### config.mk
export PLATFORM = sky130hd
export DESIGN_NAME = bcd_to_bin_seq
export DESIGN_NICKNAME = d
export VERILOG_FILES = /design/src/rtl/bcd_to_bin_seq.sv
export SDC_FILE = /design/constraint.sdc
export NUM_CORES = 1
export LEC_CHECK = 0
export ABC_CLOCK_PERIOD_IN_PS = 3410
export BUFFER_PORTS_ARGS = -buffer_cell sky130_fd_sc_hd__buf_4
export CAP_MARGIN = 0
export CELL_PAD_IN_SITES_DETAIL_PLACEMENT = 2
export CELL_PAD_IN_SITES_GLOBAL_PLACEMENT = 2
export CORE_ASPECT_RATIO = 1.4
export CORE_UTILIZATION = 36
export CTS_CLUSTER_DIAMETER = 30
export CTS_CLUSTER_SIZE = 14
export DETAILED_ROUTE_END_ITERATION = 10
export PLACE_DENSITY_LB_ADDON = 0.1
export SLEW_MARGIN = 20
export SYNTH_ARGS = -nofsm -noshare
export SYNTH_HDL_FRONTEND = slang
export SYNTH_SLANG_ARGS = --single-unit
### constraint.sdc
create_clock -name clk -period 3.41 [get_ports clk]
set_input_delay 0.1705 -clock clk [delete_from_list [all_inputs] [get_ports clk]]
set_output_delay 0.1705 -clock clk [all_outputs]
set_load 0.1 [all_outputs]
### src/rtl/bcd_to_bin_seq.sv
// Sequential packed-BCD to unsigned-binary converter using reverse double-dabble.
// The converter shifts one bit per clock and reports out-of-range digits as an error.
module bcd_to_bin_seq #(
    parameter int DIGITS = 2,
    parameter int BIN_W  = 7
) (
    input  logic                  clk,
    input  logic                  rst,
    input  logic                  start,
    input  logic [4*DIGITS-1:0]   bcd_in,
    output logic                  busy,
    output logic                  done,
    output logic [BIN_W-1:0]      bin_out,
    output logic                  error
);

    localparam int BCD_W = 4 * DIGITS;
    localparam int CNT_W = $clog2(BIN_W + 1);
    localparam int CAT_W = BCD_W + BIN_W;

    typedef enum logic [0:0] {
        ST_IDLE  = 1'b0,
        ST_SHIFT = 1'b1
    } state_t;

    state_t             state_r, state_s;
    logic [BCD_W-1:0]   bcd_r, bcd_s;
    logic [BIN_W-1:0]   bin_r, bin_s;
    logic [CNT_W-1:0]   cnt_r, cnt_s;
    logic               busy_r, busy_s;
    logic               done_r, done_s;
    logic [BIN_W-1:0]   bin_out_r, bin_out_s;
    logic               error_r, error_s;
    logic [CAT_W-1:0]   step_s;
    logic               last_s;
    logic               bad_s;

    // True when any packed digit is outside 0..9.
    function automatic logic has_bad_digit(input logic [BCD_W-1:0] v);
        logic bad;
        bad = 1'b0;
        for (int i = 0; i < DIGITS; i++) begin
            bad = bad | (v[4*i +: 4] > 4'd9);
        end
        return bad;
    endfunction

    // One reverse double-dabble step: shift right, then correct every digit that became >= 8.
    function automatic logic [CAT_W-1:0] dabble_step(input logic [BCD_W-1:0] bcd,
                                                     input logic [BIN_W-1:0] bin);
        logic [CAT_W-1:0] cat;
        logic [3:0]       nib;
        cat = {1'b0, bcd, bin[BIN_W-1:1]};
        for (int i = 0; i < DIGITS; i++) begin
            nib = cat[BIN_W + 4*i +: 4];
            if (nib >= 4'd8) begin
                cat[BIN_W + 4*i +: 4] = nib - 4'd3;
            end else begin
                cat[BIN_W + 4*i +: 4] = nib;
            end
        end
        return cat;
    endfunction

    assign step_s = dabble_step(bcd_r, bin_r);
    assign last_s = (cnt_r == CNT_W'(BIN_W - 1));
    assign bad_s  = has_bad_digit(bcd_in);

    // State register.
    always_ff @(posedge clk) begin
        if (rst) begin
            state_r <= ST_IDLE;
        end else begin
            state_r <= state_s;
        end
    end

    // Next-state logic; an invalid request never leaves IDLE.
    always_comb begin
        state_s = state_r;
        case (state_r)
            ST_IDLE: begin
                if (start && !bad_s) begin
                    state_s = ST_SHIFT;
                end else begin
                    state_s = ST_IDLE;
                end
            end
            ST_SHIFT: begin
                if (last_s) begin
                    state_s = ST_IDLE;
                end else begin
                    state_s = ST_SHIFT;
                end
            end
            default: state_s = ST_IDLE;
        endcase
    end

    // Next values of datapath and output registers; done defaults low every cycle.
    always_comb begin
        bcd_s     = bcd_r;
        bin_s     = bin_r;
        cnt_s     = cnt_r;
        busy_s    = busy_r;
        done_s    = 1'b0;
        bin_out_s = bin_out_r;
        error_s   = error_r;
        case (state_r)
            ST_IDLE: begin
                if (start && bad_s) begin
                    error_s   = 1'b1;
                    bin_out_s = '0;
                    done_s    = 1'b1;
                end else if (start) begin
                    bcd_s   = bcd_in;
                    bin_s   = '0;
                    cnt_s   = '0;
                    busy_s  = 1'b1;
                    error_s = 1'b0;
                end else begin
                    busy_s = 1'b0;
                end
            end
            ST_SHIFT: begin
                {bcd_s, bin_s} = step_s;
                cnt_s          = cnt_r + CNT_W'(1);
                if (last_s) begin
                    bin_out_s = step_s[BIN_W-1:0];
                    done_s    = 1'b1;
                    busy_s    = 1'b0;
                end else begin
                    busy_s = 1'b1;
                end
            end
            default: begin
                busy_s = 1'b0;
            end
        endcase
    end

    // Datapath and registered outputs.
    always_ff @(posedge clk) begin
        if (rst) begin
            bcd_r     <= '0;
            bin_r     <= '0;
            cnt_r     <= '0;
            busy_r    <= 1'b0;
            done_r    <= 1'b0;
            bin_out_r <= '0;
            error_r   <= 1'b0;
        end else begin
            bcd_r     <= bcd_s;
            bin_r     <= bin_s;
            cnt_r     <= cnt_s;
            busy_r    <= busy_s;
            done_r    <= done_s;
            bin_out_r <= bin_out_s;
            error_r   <= error_s;
        end
    end

    assign busy    = busy_r;
    assign done    = done_r;
    assign bin_out = bin_out_r;
    assign error   = error_r;

endmodule

==> results of run 1 <==
## per-stage QoR
stage	hold WS, ns	instance area [µm²]	instances	setup WS [ns]	total power [mW]
global route	0.172	1430	182	1.38	0.656
floorplan	0.319	1230	128	2.07	0.427
global placement	0.428	1380	179	1.64	0.452
finish	0.165	1430	182	1.51	0.622
CTS	0.161	1430	182	1.52	0.634
detailed placement	0.445	1380	179	1.56	0.457
## where the power goes
part | total [mW] | internal (mW) | switching, mW
Clock | 0.174 | 0.0791 | 0.0948
Sequential | 0.352 | 0.337 | 0.0142
Combinational | 0.0967 | 0.0363 | 0.0604
## cell families after synthesis
logic type      synth area share, %
compound gates                 19.9
flops                          45.5
fa+ha+maj                      4.07
buf+inv                        5.28
xor+xnor                       1.42
mux                            2.54
simple gates                   21.2
## critical path, stage by stage, from the launching register on
cell      delay [ns]
dfxtp_1         0.76
buf_4           0.32
nor2b_4         0.06
and3_1          0.27
a222oi_1        0.30
nor2_1          0.08
## how the worst min path moves through the flow
stage               from  endpoint  slack (ns)  cells after the start
4_1_cts        bcd_in[6]  bcd_r[6]        0.16                      3
6_report       bcd_in[7]  bcd_r[7]        0.17                      3
5_1_grt        bcd_in[6]  bcd_r[6]        0.17                      3
2_1_floorplan  bcd_in[7]  bcd_r[7]        0.32                      2
3_5_place_dp   bcd_in[6]  bcd_r[6]        0.45                      3
3_3_place_gp   bcd_in[6]  bcd_r[6]        0.43                      3
## sequential cells by signal, summed over array words and instances (netlist names)
signal   flops
bcd_r        8
bin_r        6
bin_out      7
state_r      1
busy         1
error        1
done         1
cnt_r        3
## cell usage in the layout, fill, tap and decap left out, types with 2 or more instances in the layout
master    count
a21oi_1       6
a222oi_1      4
a22oi_1       7
and3_1        2
buf_4        21
clkbuf_8      3
dfxtp_1      28
ha_1          4
inv_1         3
mux2i_1       2
nand2_1       4
nand2b_1      7
nand3b_1      2
nand4b_1      6
nor2_1       17
nor2b_1       3
nor3_1        3
o21ai_1       7
o21ai_2       2
## area by class of cell
type	instances	share of cell area, %
multi-input combinational	88	42.5
sequential	28	39.3
timing repair buffer	21	11.1
tap	39	3.42
clock buffer	3	2.90
inverter	3	0.790
## metal layers
| metal | global-route usage [%] | vias up | part of all wire [%] | wire length [µm] |
|---|---|---|---|---|
| li1 | - | 483 | - | - |
| met2 | 35.2 | 14 | 56 | 1790 |
| met1 | 22.8 | 521 | 42 | 1340 |
| met5 | 0 | - | 0 | 0 |
| met3 | 2.58 | 2 | 1.8 | 57 |
| met4 | 5.41 | 0 | 0.59 | 19 |
==> results_dict.tcl, run 1 <==
set metrics [dict create \
    status "finished clean" \
    ir_drop_mv 0.269 \
    hold_viol 0 \
    grt_pass1_wl_um 5250 \
    post_drt_wl_per_cell_um 17.6 \
    ys_ff_latch 28 \
    diodes 0 \
    setup_tns_ns 0 \
    yosysWarnings 0 \
    netlist_top_cells_count "dfxtp_1 (28), nor2_1 (17), a22oi_1 (7), nand2b_1 (7), o21ai_1 (7)" \
    cts_setup_buffers 0 \
    cts.clk_slew.worst_paths_ns 0.09 \
    ctsResizeCount 0 \
    yosysTopAreaCell "dfxtp_1" \
    endpoint "bcd_r[4]" \
    synth_ff_type "dfxtp_1" \
    reg2regPathDepth 5 \
    multi_input_area_um2 606 \
    syn_area_per_cell_um2 9.62 \
    drive_gt1_share_pct 21.7 \
    antenna_found_initial 0 \
    drt_iter0_drc 27 \
    post-route-util_pct 44.8 \
    synthTopCellsByArea "dfxtp_1 (46%), nor2_1 (5.2%), a22oi_1 (4.3%), nand4b_1 (4.3%), ha_1 (4.1%)" \
    core-area_um2 3180 \
    start_kind "register" \
    final_max_slew_viol_count 0 \
    clk_path_buf_depth 2 \
    cts_made_buffers 3 \
    post-route-period-util_pct 55.9 \
    die_height_um 71.2 \
    async_flop_share_pct 0 \
    syn-num-nets 143 \
    powerDensity_nw_per_um2 437 \
    syn_area_um2 1230 \
    drv_cap 0 \
    worst-setup-path-type "reg -> reg" \
    yosysTopAreaCellShare_pct 45.5 \
    first_pass_iters 4 \
    dp_hpwl_um 2220 \
    h-tree-depth 1 \
    initial_core_util_pct 38.7 \
    worst-r2r-setup-slack_ns 1.51 \
    totalWireLength_um 3200 \
    clkSinkCount 28 \
    via_per_inst 5.60 \
    final_antenna_net_count 0 \
    grt_max_degree 36 \
    area_growth_pct 15.8 \
    r2r_end "bcd_r[4]" \
    hold_class "in -> reg" \
    fin_skew_ns 0.00356 \
    nFillCells 367 \
    fp.dieArea_um2 3660 \
    r2r_start "state_r" \
    io_pins 21 \
    min_period_ns 1.90 \
    nNetsFinal 160 \
    leakage_nw 0.558 \
    syn_inst 128 \
    crit_path_max_fanout 19 \
    rsz0062_at_grt "false" \
    die_w_um 51.4 \
    worstMarginPinSlew_ns 0.667 \
    fmax_ghz 0.525 \
    slew_headroom_pct 55.5 \
    ys_types 33 \
    clkLatencyLatePin_ns 0.27 \
    root_buffer "clkbuf_8" \
    yosysSeqAreaShare_pct 45.5 \
    gr-total-overflow 0 \
    synth_edf_count 0 \
    drc 0 \
    cts_tree "done" \
    endpoint_kind "register" \
    grt_pass1_vias 1043 \
    synth_most_common_cell "dfxtp_1" \
    gp_congestion 0.693 \
    io_buffers 20 \
    vias 1020 \
    required_ns 3.56 \
    postCtsHoldBufs 0 \
    cp-startpoint "state_r" \
    setup_viol 0 \
    regArea_um2 561 \
    fp-row-count 24 \
    arrival_ns 2.05 \
    grt_usage_pct 19.3 \
]
No activity file was read; power rests on OpenSTA's default activity.
==> run 2: changes to the inputs <==
--- a/config.mk
+++ b/config.mk
@@ -5,13 +5,14 @@
 export SDC_FILE = /design/constraint.sdc
 export NUM_CORES = 1
 export LEC_CHECK = 0
-export ABC_CLOCK_PERIOD_IN_PS = 3410
+export ABC_AREA = 1
+export ABC_CLOCK_PERIOD_IN_PS = 1600
 export BUFFER_PORTS_ARGS = -buffer_cell sky130_fd_sc_hd__buf_4
 export CAP_MARGIN = 0
 export CELL_PAD_IN_SITES_DETAIL_PLACEMENT = 2
 export CELL_PAD_IN_SITES_GLOBAL_PLACEMENT = 2
 export CORE_ASPECT_RATIO = 1.4
-export CORE_UTILIZATION = 36
+export CORE_UTILIZATION = 28
 export CTS_CLUSTER_DIAMETER = 30
 export CTS_CLUSTER_SIZE = 14
 export DETAILED_ROUTE_END_ITERATION = 10
==> constraint.sdc (replaced) <==
create_clock -name clk -period 1.6 [get_ports clk]
set_input_delay 0.08 -clock clk [delete_from_list [all_inputs] [get_ports clk]]
set_output_delay 0.08 -clock clk [all_outputs]
set_load 0.1 [all_outputs]
==> results_dict.tcl, run 2 <==
set metrics [dict create \
    h-tree-depth 1 \
    final_antenna_net_count 0 \
    drv_cap 0 \
    grt_usage_pct 16.6 \
    clockPowerShare_pct 25.9 \
    die_height_um 84.3 \
    slew_headroom_pct 72.9 \
    antenna_found_initial 0 \
    cts_setup_buffers 0 \
    hold_viol 0 \
    setup_tns_ns 0 \
    fmax_ghz 0.731 \
    syn_inst 176 \
    synthTopCellsByArea "dfxtp_1 (41%), nand2_1 (11%), a21oi_1 (8.1%), nand3_1 (8.1%), inv_1 (3.9%)" \
    dp_hpwl_um 2940 \
    fp.dieArea_um2 5130 \
    worstMarginPinSlew_ns 0.405 \
    postCtsHoldBufs 0 \
    synth_ff_type "dfxtp_1" \
    cts_tree "done" \
    post_drt_wl_per_cell_um 14.9 \
    drc 0 \
    min_period_ns 1.37 \
    vias 1214 \
    hold_class "in -> reg" \
    final_max_slew_viol_count 0 \
    synth_edf_count 0 \
    syn_area_per_cell_um2 7.70 \
    dp_slack_ns 0.214 \
    arrival_ns 1.55 \
    fin_skew_ns 0.00451 \
    synth_most_common_cell "nand2_1" \
    yosysTopAreaCellShare_pct 41.4 \
    first_pass_iters 4 \
    r2r_start "bcd_r[1]" \
    rsz0062_at_grt "false" \
    drive_gt1_share_pct 19.2 \
    r2r_end "bcd_r[1]" \
    p_comb_share_pct 22.1 \
    nNetsFinal 210 \
    area_growth_pct 17.1 \
    start_kind "register" \
    cts_made_buffers 3 \
    diodes 0 \
    status "finished clean" \
    grt_max_degree 24 \
    clk_path_buf_depth 2 \
    layout_commonest_cell "nand2_1" \
    instances_no_fill 255 \
    slowest_stage "dfxtp_1" \
    reg2regPathDepth 8 \
    initial_core_util_pct 29.6 \
    ir_drop_mv 0.368 \
    fin_ws_ns 0.232 \
    worst-path-buf-inv 1 \
    required_ns 1.78 \
    cp_common_cell "nand2_1" \
    endpoint_kind "register" \
    yosysSeqAreaShare_pct 41.4 \
    ctsResizeCount 0 \
    async_flop_share_pct 0 \
    min_from "bcd_in[7]" \
    whs_path_depth 3 \
    post-route-period-util_pct 85.5 \
    yosysTopAreaCell "dfxtp_1" \
    swShare_pct 32.3 \
    seq_power_share_pct 51.9 \
    hold_end "bcd_r[7]" \
    dp.cells 252 \
    leakage_nw 0.689 \
    core-area_um2 4570 \
    syn-num-nets 191 \
    powerDensity_nw_per_um2 922 \
    cpLargestDelayFamily "flip-flops" \
    worst-setup-path-type "reg -> reg" \
    cts.clk_slew.worst_paths_ns 0.09 \
    totalWireLength_um 3800 \
    drt_iter0_drc 29 \
    grt_pass1_wl_um 6430 \
    die_w_um 60.8 \
    p_int_mw 0.990 \
    via_per_inst 4.76 \
    fp-row-count 29 \
    final_cell_mix "nand2_1 (40), dfxtp_1 (28), nand3_1 (22), a21oi_1 (22), buf_4 (22)" \
    root_buffer "clkbuf_8" \
    yosysWarnings 0 \
    worst-r2r-setup-slack_ns 0.23 \
    crit_chain "inv_1, ha_1, nand2_1, o21ai_0, a21boi_0, nand2_1, nand2_1, nor2_1" \
    grt_pass1_vias 1310 \
    io_pins 21 \
    switchingPower_mw 0.472 \
    gr-total-overflow 0 \
    largest_reg_flops 8 \
    gp_congestion 0.728 \
    clkSinkCount 28 \
    syn_area_um2 1360 \
    ys_types 26 \
    crit_path_max_fanout 6 \
    clkLatencyLatePin_ns 0.27 \
    ys_ff_latch 28 \
    io_buffers 20 \
    largest_register "bcd_r" \
    crit_path_max_incr_delay_ns 0.44 \
    netlist_top_cells_count "nand2_1 (40), dfxtp_1 (28), a21oi_1 (22), nand3_1 (22), inv_1 (14)" \
    setup_viol 0 \
]
## run 2: power by group through the flow
| stage | logic, mW | clock network [mW] | registers, mW |
|---|---|---|---|
| after global routing | 0.355 | 0.431 | 0.765 |
| final | 0.323 | 0.379 | 0.760 |
| after detailed placement | 0.329 | 0 | 0.777 |
| after global placement | 0.322 | 0 | 0.776 |
| after CTS | 0.330 | 0.409 | 0.761 |
| after floorplan | 0.150 | 0 | 0.863 |
## run 2: final cells by class
cell class                 instances  area (µm²)
clock buffer                       3        41.3
fill                             574        2990
multi-input combinational        124         679
timing repair buffer              22         165
inverter                          16        62.6
tap                               62        77.6
sequential                        28         561
## run 2: how the worst max path moves through the flow
stage	cells past startpoint	startpoint	slack, ns	endpoint
after floorplan	2	busy	0.31	busy
after global placement	8	bcd_r[1]	0.25	bcd_r[1]
after detailed placement	8	bcd_r[1]	0.21	bcd_r[1]
after CTS	8	bcd_r[1]	0.20	bcd_r[1]
after global routing	8	bcd_r[1]	0.12	bcd_r[1]
final	8	bcd_r[1]	0.23	bcd_r[1]
## run 2: logic make-up after synthesis
| family | synth area share [%] |
|---|---|
| adder cells (fa/ha/maj) | 3.69 |
| AND/OR/NAND/NOR | 31.8 |
| buffers and inverters | 8.49 |
| flip-flops | 41.4 |
| AO/OA/AOI/OAI | 14.7 |
## run 2: tightest hold or removal path, stage by stage
cell	delay [ns]
buf_4	0.13
nand4_1	0.08
a21oi_1	0.06
## run 2: per-layer routing
metal	GRT usage, %	share of wire [%]
met1	19.7	41
met2	30.3	56
met3	2.31	2.1
met4	3.72	0.79
met5	0	0
## run 2: per-stage QoR
step	power [mW]	hold slack (ns)	instance area, µm²	util (%)
detailed placement	1.11	0.420	1550	33.8
global placement	1.10	0.407	1550	33.8
CTS	1.50	0.121	1590	34.7
floorplan	1.01	0.149	1360	-
global route	1.55	0.123	1590	34.7
finish	1.46	0.128	1590	34.7
==> run 3: changes to the inputs <==
--- a/config.mk
+++ b/config.mk
@@ -9,14 +9,12 @@
 export ABC_CLOCK_PERIOD_IN_PS = 1600
 export BUFFER_PORTS_ARGS = -buffer_cell sky130_fd_sc_hd__buf_4
 export CAP_MARGIN = 0
-export CELL_PAD_IN_SITES_DETAIL_PLACEMENT = 2
-export CELL_PAD_IN_SITES_GLOBAL_PLACEMENT = 2
 export CORE_ASPECT_RATIO = 1.4
-export CORE_UTILIZATION = 28
+export CORE_UTILIZATION = 43
 export CTS_CLUSTER_DIAMETER = 30
 export CTS_CLUSTER_SIZE = 14
 export DETAILED_ROUTE_END_ITERATION = 10
-export PLACE_DENSITY_LB_ADDON = 0.1
+export PLACE_DENSITY = 0.66
 export SLEW_MARGIN = 20
 export SYNTH_ARGS = -nofsm -noshare
 export SYNTH_HDL_FRONTEND = slang
==> results_dict.tcl, run 3 (synthesized netlist as in run 2, its figures left out) <==
set metrics [dict create \
    status "finished clean" \
    fin_ws_ns 0.238 \
    clk_path_buf_depth 2 \
    io_buffers 20 \
    fin_skew_ns 0.00330 \
    cp-startpoint "bcd_r[1]" \
    fp.dieArea_um2 3380 \
    whs_path_depth 3 \
    whs_ns 0.122 \
    layout_commonest_cell "nand2_1" \
    postPlaceCellArea_um2 1510 \
    leakage_nw 0.691 \
    min_period_ns 1.36 \
    final_max_slew_viol_count 0 \
    antenna_found_initial 0 \
    busiest_layer "met2" \
    initial_core_util_pct 46.2 \
    worstMarginPinSlew_ns 0.407 \
    dp_slack_ns 0.246 \
    clkSinkCount 28 \
    via_per_inst 5.13 \
    instances_no_fill 230 \
    nNetsFinal 209 \
    setup_tns_ns 0 \
    grt_use_met3_pct 3.11 \
    final_antenna_net_count 0 \
    worst-setup-path-type "reg -> reg" \
    slew_headroom_pct 72.8 \
    drc 0 \
    reg2regPathDepth 8 \
    drv_cap 0 \
    arrival_ns 1.54 \
    grt_max_degree 24 \
    cts.clk_slew.worst_paths_ns 0.09 \
    io_pins 21 \
    root_buffer "clkbuf_8" \
    final_cell_mix "nand2_1 (40), dfxtp_1 (28), nand3_1 (22), a21oi_1 (22), buf_4 (21)" \
    setup_viol 0 \
    cts_setup_buffers 0 \
    grt_usage_pct 19.3 \
    post_drt_wl_per_cell_um 12.8 \
    met2_usage_pct 36.3 \
    dp_hpwl_um 2120 \
    grt_pass1_vias 1125 \
    power_mw 1.50 \
    diodes 0 \
    drive_gt1_share_pct 19.2 \
    h-tree-depth 1 \
    cts_tree "done" \
    dp.cells 226 \
    largest_reg_flops 8 \
    area_growth_pct 15.2 \
    ctsResizeCount 0 \
    die_height_um 68.4 \
    clkLatencyLatePin_ns 0.27 \
    first_pass_iters 4 \
    powerDensity_nw_per_um2 963 \
    hold_viol 0 \
    ir_drop_mv 0.522 \
    endpoint_kind "register" \
    min_from "bcd_in[7]" \
    use_met1_pct 21.6 \
    vias 1181 \
    hold_class "in -> reg" \
    required_ns 1.78 \
    stdcell_area_um2 1560 \
    start_kind "register" \
    fp-row-count 23 \
    r2r_start "bcd_r[1]" \
    post-route-period-util_pct 85.1 \
    totalWireLength_um 2940 \
    die_w_um 49.4 \
    fmax_ghz 0.734 \
    post-route-util_pct 53.2 \
    gp_congestion 0.794 \
    largest_register "bcd_r" \
    postCtsHoldBufs 0 \
    core-area_um2 2940 \
    gr-total-overflow 0 \
    crit_path_max_fanout 6 \
    cts_made_buffers 3 \
    grt_pass1_wl_um 5000 \
    rsz0062_at_grt "false" \
    drt_iter0_drc 36 \
]
run 3: per-layer routing:
metal / part of all wire [%] / up-vias / routed length (µm)
met2: 51 / 23 / 1510
met1: 44 / 547 / 1300
li1: - / 609 / -
met5: 0 / - / 0
met3: 3.5 / 2 / 102
met4: 0.82 / 0 / 24
run 3: power by group:
part / total [mW] / switching (mW) / internal (mW)
logic: 0.314 / 0.225 / 0.0887
clock network: 0.433 / 0.213 / 0.220
registers: 0.758 / 0.0275 / 0.730
total: 1.50 / 0.465 / 1.04
run 3: worst paths after layout:
check             slack (ns)  endpoint
setup / recovery        0.24  bcd_r[1]
hold / removal          0.12  bcd_r[7]
setup reg to reg        0.24  bcd_r[1]
hold reg to reg         0.49  bin_r[6]
run 3: cell type report:
cell class / count / area (µm²)
clock buffers: 4 / 55.1
fillers: 318 / 1370
inverters: 16 / 62.6
repair buffers: 21 / 158
multi-input cells: 124 / 679
well taps: 37 / 46.3
flip-flops and latches: 28 / 561
run 3: worst max-delay path, stage by stage, from the launching register on:
cell      delay (ns)
dfxtp_1         0.44
inv_1           0.07
ha_1            0.28
nand2_1         0.06
o21ai_0         0.07
a21boi_0        0.19
nand2_1         0.07
nand2_1         0.06
nor2_1          0.04
